<file path="src/rtl/fifo_access_sched_if.sv">
// -----------------------------------------------------------------------------
// fifo_access_sched_if
//   Signal bundle between the FIFO access scheduler and its surroundings: two
//   write requesters, the FIFO core's write/read ports and flags, and the
//   single read-data consumer.
//
//   modport master : the scheduler's view (drives readies, FIFO strobes,
//                    write data, consumer data and last_grant).
//   modport slave  : the environment's view (requesters, FIFO core, consumer).
//
//   Parameter WIDTH must match the WIDTH of the scheduler bound to it.
// -----------------------------------------------------------------------------
interface fifo_access_sched_if #(
    parameter int WIDTH = 4
);
    // Requesters
    logic             req0_valid;
    logic [WIDTH-1:0] req0_data;
    logic             req0_ready;
    logic             req1_valid;
    logic [WIDTH-1:0] req1_data;
    logic             req1_ready;

    // FIFO core
    logic             fifo_full;
    logic             fifo_empty;
    logic             fifo_wr_en;
    logic [WIDTH-1:0] fifo_wdata;
    logic             fifo_rd_en;
    logic [WIDTH-1:0] fifo_rdata;

    // Consumer
    logic             out_valid;
    logic [WIDTH-1:0] out_data;
    logic             out_ready;

    // Status
    logic             last_grant;

    modport master (
        input  req0_valid, req0_data, req1_valid, req1_data,
        output req0_ready, req1_ready,
        input  fifo_full, fifo_empty, fifo_rdata,
        output fifo_wr_en, fifo_wdata, fifo_rd_en,
        output out_valid, out_data,
        input  out_ready,
        output last_grant
    );

    modport slave (
        output req0_valid, req0_data, req1_valid, req1_data,
        input  req0_ready, req1_ready,
        output fifo_full, fifo_empty, fifo_rdata,
        input  fifo_wr_en, fifo_wdata, fifo_rd_en,
        input  out_valid, out_data,
        output out_ready,
        input  last_grant
    );
endinterface

</file>
<file path="src/rtl/fifo_access_sched.sv">
// -----------------------------------------------------------------------------
// fifo_access_sched
//   Access scheduler in front of a shared FIFO core, all on one clock.
//   - Write side: round-robin arbitration of two requesters onto the FIFO's
//     single write port, combinational within the cycle.
//   - Read side: a four-state FSM issues one-cycle read strobes, paced by a
//     down-counter so issues are at least RD_DIV cycles apart, and hands the
//     returned word to a consumer over valid/ready.
//
// Ports
//   clk    : system clock, rising edge
//   rst_n  : synchronous active-low reset
//   en     : global enable; low blocks new grants and new read issues
//   bus    : fifo_access_sched_if.master (requesters, FIFO core, consumer,
//            last_grant)
// -----------------------------------------------------------------------------
module fifo_access_sched #(
    parameter int WIDTH  = 4,
    parameter int RD_DIV = 4   // >= 2
) (
    input  logic                        clk,
    input  logic                        rst_n,
    input  logic                        en,
    fifo_access_sched_if.master         bus
);

    localparam int                PACE_W      = $clog2(RD_DIV);
    localparam logic [PACE_W-1:0] PACE_RELOAD = PACE_W'(RD_DIV - 1);

    typedef enum logic [1:0] {
        R_IDLE,
        R_ISSUE,
        R_CAPT,
        R_HOLD
    } rd_state_e;

    // -------------------------------------------------------------------------
    // Write arbitration
    // -------------------------------------------------------------------------
    logic gnt0;
    logic gnt1;
    logic last_grant_q;
    logic last_grant_d;

    always_comb begin
        // NOTE: every combinational output gets a default first so no path
        // leaves it unassigned and no latch is inferred.
        gnt0         = 1'b0;
        gnt1         = 1'b0;
        last_grant_d = last_grant_q;

        // Gating with rst_n keeps the write strobe quiet while in reset.
        if (rst_n && en && !bus.fifo_full) begin
            if (bus.req0_valid && bus.req1_valid) begin
                // Contention: the requester that did not win last time goes.
                gnt0 = last_grant_q;
                gnt1 = !last_grant_q;
            end else begin
                gnt0 = bus.req0_valid;
                gnt1 = bus.req1_valid;
            end
        end

        if (gnt0) begin
            last_grant_d = 1'b0;
        end else if (gnt1) begin
            last_grant_d = 1'b1;
        end
    end

    assign bus.req0_ready = gnt0;
    assign bus.req1_ready = gnt1;
    assign bus.fifo_wr_en = gnt0 | gnt1;
    assign bus.fifo_wdata = gnt0 ? bus.req0_data :
                            gnt1 ? bus.req1_data : '0;
    assign bus.last_grant = last_grant_q;

    // -------------------------------------------------------------------------
    // Read pacing and read FSM
    // -------------------------------------------------------------------------
    rd_state_e         state_q;
    rd_state_e         state_d;
    logic [PACE_W-1:0] pace_q;
    logic [PACE_W-1:0] pace_d;
    logic              out_valid_q;
    logic              out_valid_d;
    logic [WIDTH-1:0]  out_data_q;
    logic [WIDTH-1:0]  out_data_d;
    logic              rd_en;

    always_comb begin
        state_d     = state_q;
        out_valid_d = out_valid_q;
        out_data_d  = out_data_q;
        pace_d      = (pace_q == '0) ? '0 : pace_q - PACE_W'(1);
        rd_en       = 1'b0;

        unique case (state_q)
            R_IDLE: begin
                // Empty and pace are re-evaluated here every cycle, so a read
                // is never issued into an empty FIFO.
                if (en && !bus.fifo_empty && pace_q == '0) begin
                    state_d = R_ISSUE;
                    // Loading on entry makes the counter read RD_DIV-1 during
                    // the strobe cycle, giving exactly RD_DIV cycles between
                    // back-to-back issues.
                    pace_d  = PACE_RELOAD;
                end
            end
            R_ISSUE: begin
                rd_en   = 1'b1;
                state_d = R_CAPT;
            end
            R_CAPT: begin
                // FIFO data is valid the cycle after the strobe.
                out_data_d  = bus.fifo_rdata;
                out_valid_d = 1'b1;
                state_d     = R_HOLD;
            end
            R_HOLD: begin
                if (bus.out_ready) begin
                    out_valid_d = 1'b0;
                    state_d     = R_IDLE;
                end
            end
            default: state_d = R_IDLE;
        endcase
    end

    // NOTE: state registers use non-blocking assignments so every flop samples
    // the pre-edge value of every other flop, independent of process order.
    always_ff @(posedge clk) begin
        if (!rst_n) begin
            last_grant_q <= 1'b1;
            state_q      <= R_IDLE;
            pace_q       <= '0;
            out_valid_q  <= 1'b0;
            out_data_q   <= '0;
        end else begin
            last_grant_q <= last_grant_d;
            state_q      <= state_d;
            pace_q       <= pace_d;
            out_valid_q  <= out_valid_d;
            out_data_q   <= out_data_d;
        end
    end

    // Gated with rst_n so a reset landing on the issue cycle does not pop data
    // that would then be discarded.
    assign bus.fifo_rd_en = rd_en & rst_n;
    assign bus.out_valid  = out_valid_q;
    assign bus.out_data   = out_data_q;

endmodule

</file>
<file path="src/flat_wrapper.sv">
// flat-port wrapper written by rule: the top's interface ports become plain ports
module fifo_access_sched_flat 
#(
    parameter int WIDTH  = 4,
    parameter int RD_DIV = 4          
)
  (clk, rst_n, en, bus_req0_valid, bus_req0_data, bus_req1_valid, bus_req1_data, bus_req0_ready, bus_req1_ready, bus_fifo_full, bus_fifo_empty, bus_fifo_rdata, bus_fifo_wr_en, bus_fifo_wdata, bus_fifo_rd_en, bus_out_valid, bus_out_data, bus_out_ready, bus_last_grant);
  fifo_access_sched_if #(.WIDTH(WIDTH)) bus_i ();
  input  logic clk;
  input  logic rst_n;
  input  logic en;
  input wire logic [$bits(bus_i.req0_valid)-1:0] bus_req0_valid;
  input wire logic [$bits(bus_i.req0_data)-1:0] bus_req0_data;
  input wire logic [$bits(bus_i.req1_valid)-1:0] bus_req1_valid;
  input wire logic [$bits(bus_i.req1_data)-1:0] bus_req1_data;
  output wire logic [$bits(bus_i.req0_ready)-1:0] bus_req0_ready;
  output wire logic [$bits(bus_i.req1_ready)-1:0] bus_req1_ready;
  input wire logic [$bits(bus_i.fifo_full)-1:0] bus_fifo_full;
  input wire logic [$bits(bus_i.fifo_empty)-1:0] bus_fifo_empty;
  input wire logic [$bits(bus_i.fifo_rdata)-1:0] bus_fifo_rdata;
  output wire logic [$bits(bus_i.fifo_wr_en)-1:0] bus_fifo_wr_en;
  output wire logic [$bits(bus_i.fifo_wdata)-1:0] bus_fifo_wdata;
  output wire logic [$bits(bus_i.fifo_rd_en)-1:0] bus_fifo_rd_en;
  output wire logic [$bits(bus_i.out_valid)-1:0] bus_out_valid;
  output wire logic [$bits(bus_i.out_data)-1:0] bus_out_data;
  input wire logic [$bits(bus_i.out_ready)-1:0] bus_out_ready;
  output wire logic [$bits(bus_i.last_grant)-1:0] bus_last_grant;
  assign bus_i.req0_valid = bus_req0_valid;
  assign bus_i.req0_data = bus_req0_data;
  assign bus_i.req1_valid = bus_req1_valid;
  assign bus_i.req1_data = bus_req1_data;
  assign bus_req0_ready = bus_i.req0_ready;
  assign bus_req1_ready = bus_i.req1_ready;
  assign bus_i.fifo_full = bus_fifo_full;
  assign bus_i.fifo_empty = bus_fifo_empty;
  assign bus_i.fifo_rdata = bus_fifo_rdata;
  assign bus_fifo_wr_en = bus_i.fifo_wr_en;
  assign bus_fifo_wdata = bus_i.fifo_wdata;
  assign bus_fifo_rd_en = bus_i.fifo_rd_en;
  assign bus_out_valid = bus_i.out_valid;
  assign bus_out_data = bus_i.out_data;
  assign bus_i.out_ready = bus_out_ready;
  assign bus_last_grant = bus_i.last_grant;
  fifo_access_sched #(.WIDTH(WIDTH), .RD_DIV(RD_DIV)) u_core (.clk(clk), .rst_n(rst_n), .en(en), .bus(bus_i));
endmodule
</file>
<file path="config.mk">
export PLATFORM = sky130hd
export DESIGN_NAME = fifo_access_sched_flat
export DESIGN_NICKNAME = d
export VERILOG_FILES = /design/src/rtl/fifo_access_sched_if.sv /design/src/rtl/fifo_access_sched.sv /design/src/flat_wrapper.sv
export SDC_FILE = /design/constraint.sdc
export NUM_CORES = 1
export LEC_CHECK = 0
export BUFFER_PORTS_ARGS = -buffer_cell sky130_fd_sc_hd__buf_2
export CAP_MARGIN = 0
export CORE_MARGIN = 4
export CORE_UTILIZATION = 36
export CTS_CLUSTER_SIZE = 28
export DETAILED_ROUTE_END_ITERATION = 16
export HOLD_SLACK_MARGIN = 0.12
export PLACE_DENSITY = 0.73
export SLEW_MARGIN = 5
export SYNTH_ARGS = -nofsm -noshare
export SYNTH_HDL_FRONTEND = slang
export SYNTH_SLANG_ARGS = --single-unit
</file>
<file path="constraint.sdc">
create_clock -name clk -period 1.7 [get_ports clk]
set_clock_uncertainty 0.1 [all_clocks]
set_input_delay 0.085 -clock clk [delete_from_list [all_inputs] [get_ports clk]]
set_output_delay 0.085 -clock clk [all_outputs]
set_load 0.03 [all_outputs]
</file>
Yosys cells after proc, flatten, opt, wreduce, memory -nomap -nowiden
Cells that the tools add are included.
{ "totals": {"rom_bits": 0, "reg_bits": 10, "output_inout_bits": 14, "latch_bits": 0, "elab_cells": 44, "ramBits": 0, "n_memories": 0} }
{ "classes": {"bitwise": 2, "n_mul": 0, "muxes": 17, "shift": 0, "n_div": 0, "eq_ne": 5, "n_lt_le_gt_ge": 0, "addsub": 1, "n_reduce_logical": 14} }
{ "op_table": {"columns": ["operator", "n"], "rows": [
  ["2-to-1 mux 2 bit", 5],
  ["2-to-1 mux 1 bit", 8],
  ["2-to-1 mux 4 bit", 2],
  ["one-hot mux 2 bit (4 select lines)", 1],
  ["logical AND 1 bit", 5],
  ["equality test 2 bit (second input constant)", 2],
  ["logical NOT 2 bit", 2],
  ["AND reduction 2 bit", 2],
  ["nonzero test 2 bit", 2],
  ["logical NOT 1 bit", 3],
  ["equality test 2 x 1 -> 1 bit (second input constant)", 1],
  ["inequality test 2 x 1 -> 1 bit (second input constant)", 1],
  ["inequality test 2 bit (second input constant)", 1],
  ["one-hot mux 1 bit (2 select lines)", 1],
  ["subtractor 2 x 1 -> 2 bit (second input constant)", 1],
  ["AND 1 bit", 1],
  ["OR 1 bit", 1]
]} }

Logic depth before layout (Yosys ltp)
Gate-level depths: netlist of the first run.
{ "logic_depth": {"word_depth": 5, "mapped_depth": 6, "depth_no_buf": 5} }

Worst setup path after synthesis of the first run
OpenSTA, ideal clock, no wires.
{ "synth_timing": {"path_type": "reg-to-output", "startpoint": "register u_core.last_grant_q (netlist: u_core.bus.last_grant)", "endpoint": "output bus_fifo_wdata[0]", "stages_incl_launch_ff": 5, "slack_ps": -83, "t_arrival_ps": 1598, "required_time_ps": 1515, "path_cell_list": "dfxtp_1 nand2b_1 and3_1 clkbuf_1 a22o_1"} }
{ "synth_lines": {"columns": ["item", "line", "source"], "rows": [
  ["start: declaration", "fifo_access_sched.sv:42", "logic last_grant_q;"],
  ["start signal: assignment", "fifo_access_sched.sv:140", "last_grant_q <= last_grant_d;"],
  ["2-to-1 mux 1 bit", "fifo_access_sched.sv:54", "if (bus.req0_valid && bus.req1_valid) begin"],
  ["2-to-1 mux 1 bit", "fifo_access_sched.sv:53", "if (rst_n && en && !bus.fifo_full) begin"],
  ["net bus_req0_ready", "flat_wrapper.sv:16", "output wire logic [$bits(bus_i.req0_ready)-1:0] bus_req0_ready;"],
  ["2-to-1 mux 4 bit", "fifo_access_sched.sv:74", "assign bus.fifo_wdata = gnt0 ? bus.req0_data :"],
  ["end: declaration", "flat_wrapper.sv:22", "output wire logic [$bits(bus_i.fifo_wdata)-1:0] bus_fifo_wdata;"]
]} }
The timed path passes the listed nets, and every way through them passes these cells.

Worst setup path in the final report of the first run
{ "layout_timing": {"startpoint": "input bus_req1_valid", "endpoint": "output bus_fifo_wr_en"} }
{ "layout_via": {"elab_chain_len": 4} }
{ "layout_rtl": {"columns": ["item", "line", "source"], "rows": [
  ["start: declaration", "flat_wrapper.sv:14", "input wire logic [$bits(bus_i.req1_valid)-1:0] bus_req1_valid;"],
  ["logical AND 1 bit", "fifo_access_sched.sv:54", null],
  ["2-to-1 mux 1 bit", "fifo_access_sched.sv:54", null],
  ["2-to-1 mux 1 bit", "fifo_access_sched.sv:53", null],
  ["OR 1 bit *", "fifo_access_sched.sv:73", "assign bus.fifo_wr_en = gnt0 | gnt1;"],
  ["end: declaration", "flat_wrapper.sv:21", "output wire logic [$bits(bus_i.fifo_wr_en)-1:0] bus_fifo_wr_en;"]
]} }
Mark *: on every way between the ends. The rest lies on a longest branch, timed or not.

==> results of run 1 <==
[cell usage after synthesis (2+ instances only)]
master	number
a21oi_1	3
nor2b_1	2
mux2i_1	5
and3_1	2
ha_1	5
inv_1	3
dfxtp_1	10
and3b_1	2
nand2_1	6
a22o_1	4
nor2_1	8
clkbuf_1	3
[cells by family after synthesis]
group                    after synthesis  synth area share (%)
AO/OA/AOI/OAI                         10                 14.42
adder cells (fa/ha/maj)                5                 11.44
buffers and inverters                  6                 4.119
flip-flops                            10                 36.61
multiplexers                           5                 9.154
AND/OR/NAND/NOR                       25                 24.26
[registers in the layout, indices dropped and copies added, names as in the netlist]
name and cells:
u_core.bus.out_data 4, u_core.bus.out_valid 1, u_core.bus.last_grant 1, u_core.state_q 2
u_core.pace_q 2
[metrics by stage]
stage / util, % / cells
after CTS: 61.72 / 119
final: 62.27 / 119
after floorplan: - / 61
after global placement: 53.21 / 107
after detailed placement: 53.21 / 107
after global routing: 62.27 / 119
[final cells by class]
class                   count  area [um^2]
flip-flops and latches     10        200.2
repair buffers             42        255.2
fillers                   121        515.5
multi-input cells          45        329.1
inverters                   3        11.26
clock buffers               4        36.28
well taps                  15        18.77
[power by group]
group,switching (mW),internal [mW]
registers,0.0521,0.298
clock network,0.0880,0.130
logic,0.267,0.210
[what timing repair did]
action,in CTS,in global routing
resized for setup,0,3
hold buffers,8,0
hold endpoints to repair,8,0
endpoints found under the setup margin,0,1
[layer usage]
layer / part of all wire, % / global-route usage (%)
met5: 0 / 0
met4: 0 / 8.287
met3: 5.7 / 2.682
met2: 56 / 27.64
met1: 38 / 16.55
[how the worst min path moves through the flow]
stage / to / slack [ns] / startpoint / depth (start not counted)
6_report: u_core.bus.last_grant$_SDFFE_PN1P_ / 0.11 / bus_req0_valid / 3
5_1_grt: u_core.bus.last_grant$_SDFFE_PN1P_ / 0.12 / bus_req0_valid / 3
2_1_floorplan: u_core.state_q[0]$_SDFFE_PN0P_ / 0.12 / rst_n / 1
3_3_place_gp: u_core.bus.out_data[1]$_SDFFE_PN0P_ / 0.22 / bus_fifo_rdata[1] / 3
3_5_place_dp: u_core.bus.out_data[0]$_SDFFE_PN0P_ / 0.23 / bus_fifo_rdata[0] / 3
4_1_cts: u_core.pace_q[1]$_SDFF_PN0_ / 0.14 / bus_fifo_empty / 4
[tightest hold or removal path: stages]
cell	delay, ns
buf_2	0.09
and3_4	0.21
nor2_1	0.06
==> impl_metrics.env, run 1 <==
export IMPL_dp_hpwl_um=1094
export IMPL_drive_gt1_share_pct=39.42
export IMPL_postPlaceCellArea_um2=726.9
export IMPL_critPathBufInv=3
export IMPL_die_h_um=46.97
export IMPL_final_cell_mix="buf_2, dfxtp_1, nor2_1, dlygate4sd3_1, nand2_1"
export IMPL_final_cell_area_um2=850.8
export IMPL_max_slew_margin_pct=82.65
export IMPL_boundaryPins=34
export IMPL_drv_slew=0
export IMPL_drtAntennaViolNets=0
export IMPL_min_period_over_period_pct=95.35
export IMPL_dieArea_um2=2206
export IMPL_place_congestion=0.6804
export IMPL_synth_seq_area_share_pct=36.61
export IMPL_cts_tree="done"
export IMPL_routedWlPerCell_um=12.55
export IMPL_max_freq_ghz=0.6169
export IMPL_worst_pin_slew_ns=0.2599
export IMPL_r2r_start="u_core.pace_q[1]$_SDFF_PN0_"
export IMPL_endpoint="bus_fifo_wr_en"
export IMPL_crit_required_ns=1.51
export IMPL_status="finished, final reports clean"
export IMPL_die_w_um=46.97
export IMPL_grt_max_degree=9
export IMPL_final_common_cell="buf_2"
export IMPL_syn_instance_count=61
export IMPL_power_total_mw=1.044
export IMPL_netlist_area_leader_share_pct=36.61
export IMPL_setup_viol=0
export IMPL_core_area_um2=1366
export IMPL_r2r_end="u_core.state_q[0]$_SDFFE_PN0P_"
export IMPL_num_vias=569
export IMPL_power_density_nw_per_um2=1227
export IMPL_cts_buffers=3
export IMPL_cts_root_buf="clkbuf_4"
export IMPL_wl_um=1494
export IMPL_cts_sinks=10
export IMPL_synth_largest_area_cell="dfxtp_1"
export IMPL_hold_slack_ns=0.1106
export IMPL_syn_area_per_cell_um2=8.964
export IMPL_grt_overflow=0
export IMPL_cp_arrival_ns=1.44
export IMPL_drc=0
export IMPL_maxCapViolCount=0
export IMPL_rows=13
export IMPL_yosys_top_cells_area="dfxtp_1, ha_1, mux2i_1"
export IMPL_synth_area_um2=546.8
export IMPL_grt_pass1_wl_um=2339
export IMPL_cts_max_level=1
export IMPL_layout_nets=130
export IMPL_firstDrtPassIters=4
export IMPL_antenna_found_initial=0
export IMPL_p_leak_nw=0.4464
export IMPL_cp_top_family="buffers and inverters"
export IMPL_via_per_inst=4.782
export IMPL_synth_warnings=0
export IMPL_grt_total_usage_pct=15.24
export IMPL_port_buffers=33
export IMPL_synthFlopType="dfxtp_1"
export IMPL_clk_pin_slew_ns=0.07
export IMPL_synth_edf_count=0
export IMPL_fin_ws_ns=0.07898
export IMPL_drt_iter0_markers=4
export IMPL_reg2regPathDepth=3
export IMPL_synth_seq_cells=10
export IMPL_diodes=0
export IMPL_clk_latency_ns=0.27
export IMPL_cts_setup_buffers=0
export IMPL_ir_drop_v=0.0009407
export IMPL_period_needed_ns=1.621
export IMPL_hold_path_class="primary input to register"
export IMPL_grt_setup_unrepaired="false"
export IMPL_start_kind="primary input"
export IMPL_dpl_worst_slack_ns=0.1038
export IMPL_initial_utilization_pct=40.02
export IMPL_setup_tns_ns=0
export IMPL_r2r_slack_ns=0.08
export IMPL_path_cells="dlygate4sd3_1 > buf_2 > nand2b_1 > and3_4 > or2_2 > clkbuf_4"
export IMPL_slowest_delay_ns=0.52
export IMPL_cp_max_fo=7
export IMPL_cp_end_kind="primary output"
export IMPL_slowest_stage="dlygate4sd3_1"
export IMPL_synthArstFlopShare_pct=0
export IMPL_critical_path_depth=6
export IMPL_startpoint="bus_req1_valid"
export IMPL_syn_to_final_growth_pct=55.61
export IMPL_synth_net_count=86
export IMPL_cts_buffer_depth=2
export IMPL_path_class="primary input to primary output"
export IMPL_grt_pass1_vias=546
export IMPL_yosysUniqueCellTypes=20
export IMPL_hold_viol_final=0
(Power assumes the default switching activity.)
==> inputs of run 2 (changes only) <==
Settings changed: CORE_MARGIN 4 to 5.
==> run 2 against run 1 <==
Setup slack better by 0.010 ns. Count of clock-buffer cells in the layout did not move. Sequential power about the same. Global-route usage fell by 2.2 points. Critical path type unchanged. Largest cell class unchanged. Largest power group unchanged.
==> impl_metrics.env, run 2 (synthesis gave the netlist of run 1 again) <==
export IMPL_grt_max_degree=9
export IMPL_drt_iter0_markers=5
export IMPL_seqCellArea_um2=200.2
export IMPL_worst_pin_slew_ns=0.2433
export IMPL_grt_pass1_wl_um=2477
export IMPL_holdPathStages=3
export IMPL_crit_required_ns=1.51
export IMPL_drc=0
export IMPL_setup_tns_ns=0
export IMPL_clk_pin_slew_ns=0.06
export IMPL_grt_setup_unrepaired="false"
export IMPL_grt_pass1_vias=598
export IMPL_cts_root_buf="clkbuf_4"
export IMPL_layout_cells_non_filler=120
export IMPL_syn_to_final_growth_pct=55.38
export IMPL_power_density_nw_per_um2=1205
export IMPL_cts_max_level=1
export IMPL_dieArea_um2=2398
export IMPL_firstDrtPassIters=3
export IMPL_min_period_over_period_pct=94.76
export IMPL_dp_cells=108
export IMPL_ir_drop_v=0.0006599
export IMPL_reg2regPathDepth=3
export IMPL_cts_buffer_depth=2
export IMPL_die_h_um=48.97
export IMPL_grt_overflow=0
export IMPL_diodes=0
export IMPL_antenna_found_initial=0
export IMPL_initial_utilization_pct=37.16
export IMPL_r2r_slack_ns=0.10
export IMPL_min_from="bus_req0_valid"
export IMPL_p_leak_nw=0.4469
export IMPL_r2r_end="u_core.state_q[0]$_SDFFE_PN0P_"
export IMPL_num_vias=599
export IMPL_fin_util_pct=57.74
export IMPL_grt_total_usage_pct=12.99
export IMPL_drtAntennaViolNets=0
export IMPL_die_w_um=48.97
export IMPL_cts_sinks=10
export IMPL_routedWlPerCell_um=11.83
export IMPL_cp_max_fo=7
export IMPL_hold_viol_final=0
export IMPL_startpoint="bus_req1_valid"
export IMPL_drive_gt1_share_pct=39.42
export IMPL_multi_input_area_um2=329.1
export IMPL_cp_end_kind="primary output"
export IMPL_wl_um=1420
export IMPL_setup_viol=0
export IMPL_cts_tree="done"
export IMPL_cp_arrival_ns=1.43
export IMPL_via_per_inst=4.992
export IMPL_maxCapViolCount=0
export IMPL_cts_buffers=3
export IMPL_place_congestion=0.7036
export IMPL_r2r_start="u_core.pace_q[1]$_SDFF_PN0_"
export IMPL_fillers=145
export IMPL_dp_hpwl_um=1084
export IMPL_whs_endpoint="u_core.bus.last_grant$_SDFFE_PN1P_"
export IMPL_start_kind="primary input"
export IMPL_core_area_um2=1471
export IMPL_largest_reg_flops=4
export IMPL_max_freq_ghz=0.6208
export IMPL_final_cell_area_um2=849.6
export IMPL_hold_slack_ns=0.1170
export IMPL_rows=14
export IMPL_hold_path_class="primary input to register"
export IMPL_port_buffers=33
export IMPL_postPlaceCellArea_um2=728.2
export IMPL_drv_slew=0
export IMPL_clk_latency_ns=0.26
export IMPL_path_class="primary input to primary output"
export IMPL_period_needed_ns=1.611
export IMPL_max_slew_margin_pct=83.76
export IMPL_final_cell_mix="buf_2, dfxtp_1, nor2_1, dlygate4sd3_1, nand2_1"
export IMPL_boundaryPins=34
export IMPL_final_common_cell="buf_2"
export IMPL_status="finished, final reports clean"
export IMPL_layout_nets=130
-- run 2: final cells by class --
class / count / share of cell area [%]
multi-input cells: 45 / 38.73
repair buffers: 42 / 29.75
flip-flops and latches: 10 / 23.56
clock buffers: 4 / 4.271
well taps: 16 / 2.356
inverters: 3 / 1.325
-- run 2: what timing repair did --
item                                    CTS  global route
endpoints found under the setup margin    0             5
buffers inserted                          0             0
hold buffers                              8             0
resized for setup                         0             2
endpoints found under the hold margin     8             0
-- run 2: how the worst max path moves through the flow --
stage | endpoint | slack [ns] | cells after the start
2_1_floorplan | bus_fifo_wr_en | 0.09 | 4
3_3_place_gp | u_core.state_q[0]$_SDFFE_PN0P_ | 0.12 | 3
3_5_place_dp | u_core.state_q[0]$_SDFFE_PN0P_ | 0.1 | 3
4_1_cts | bus_fifo_wr_en | 0.01 | 6
5_1_grt | bus_fifo_wr_en | 0.01 | 6
6_report | bus_fifo_wr_en | 0.09 | 6
-- run 2: power by group --
part | internal [mW] | switching (mW)
clock network | 0.130 | 0.0810
registers | 0.298 | 0.0504
logic | 0.207 | 0.257
total | 0.635 | 0.389
-- run 2: through the flow --
stage,power (mW),setup WS [ns]
2_1_floorplan,0.6723,0.08901
3_3_place_gp,0.7863,0.1193
3_5_place_dp,0.8048,0.09745
4_1_cts,1.035,0.01192
5_1_grt,1.102,0.01205
6_report,1.024,0.08909
-- run 2: metal layers --
layer | part of all wire, % | up-vias | GRT usage (%) | wire length, um
li1 | - | 296 | - | -
met1 | 36 | 273 | 12.57 | 506
met2 | 50 | 28 | 22.17 | 706
met3 | 14 | 2 | 5.810 | 193
met4 | 0.99 | 0 | 8.072 | 14
met5 | 0 | - | 0 | 0
-- run 2: critical path: stages --
cell and delay, ns:
dlygate4sd3_1 0.51, buf_2 0.11, nand2b_1 0.05, and3_4 0.20, or2_2 0.28, buf_2 0.18
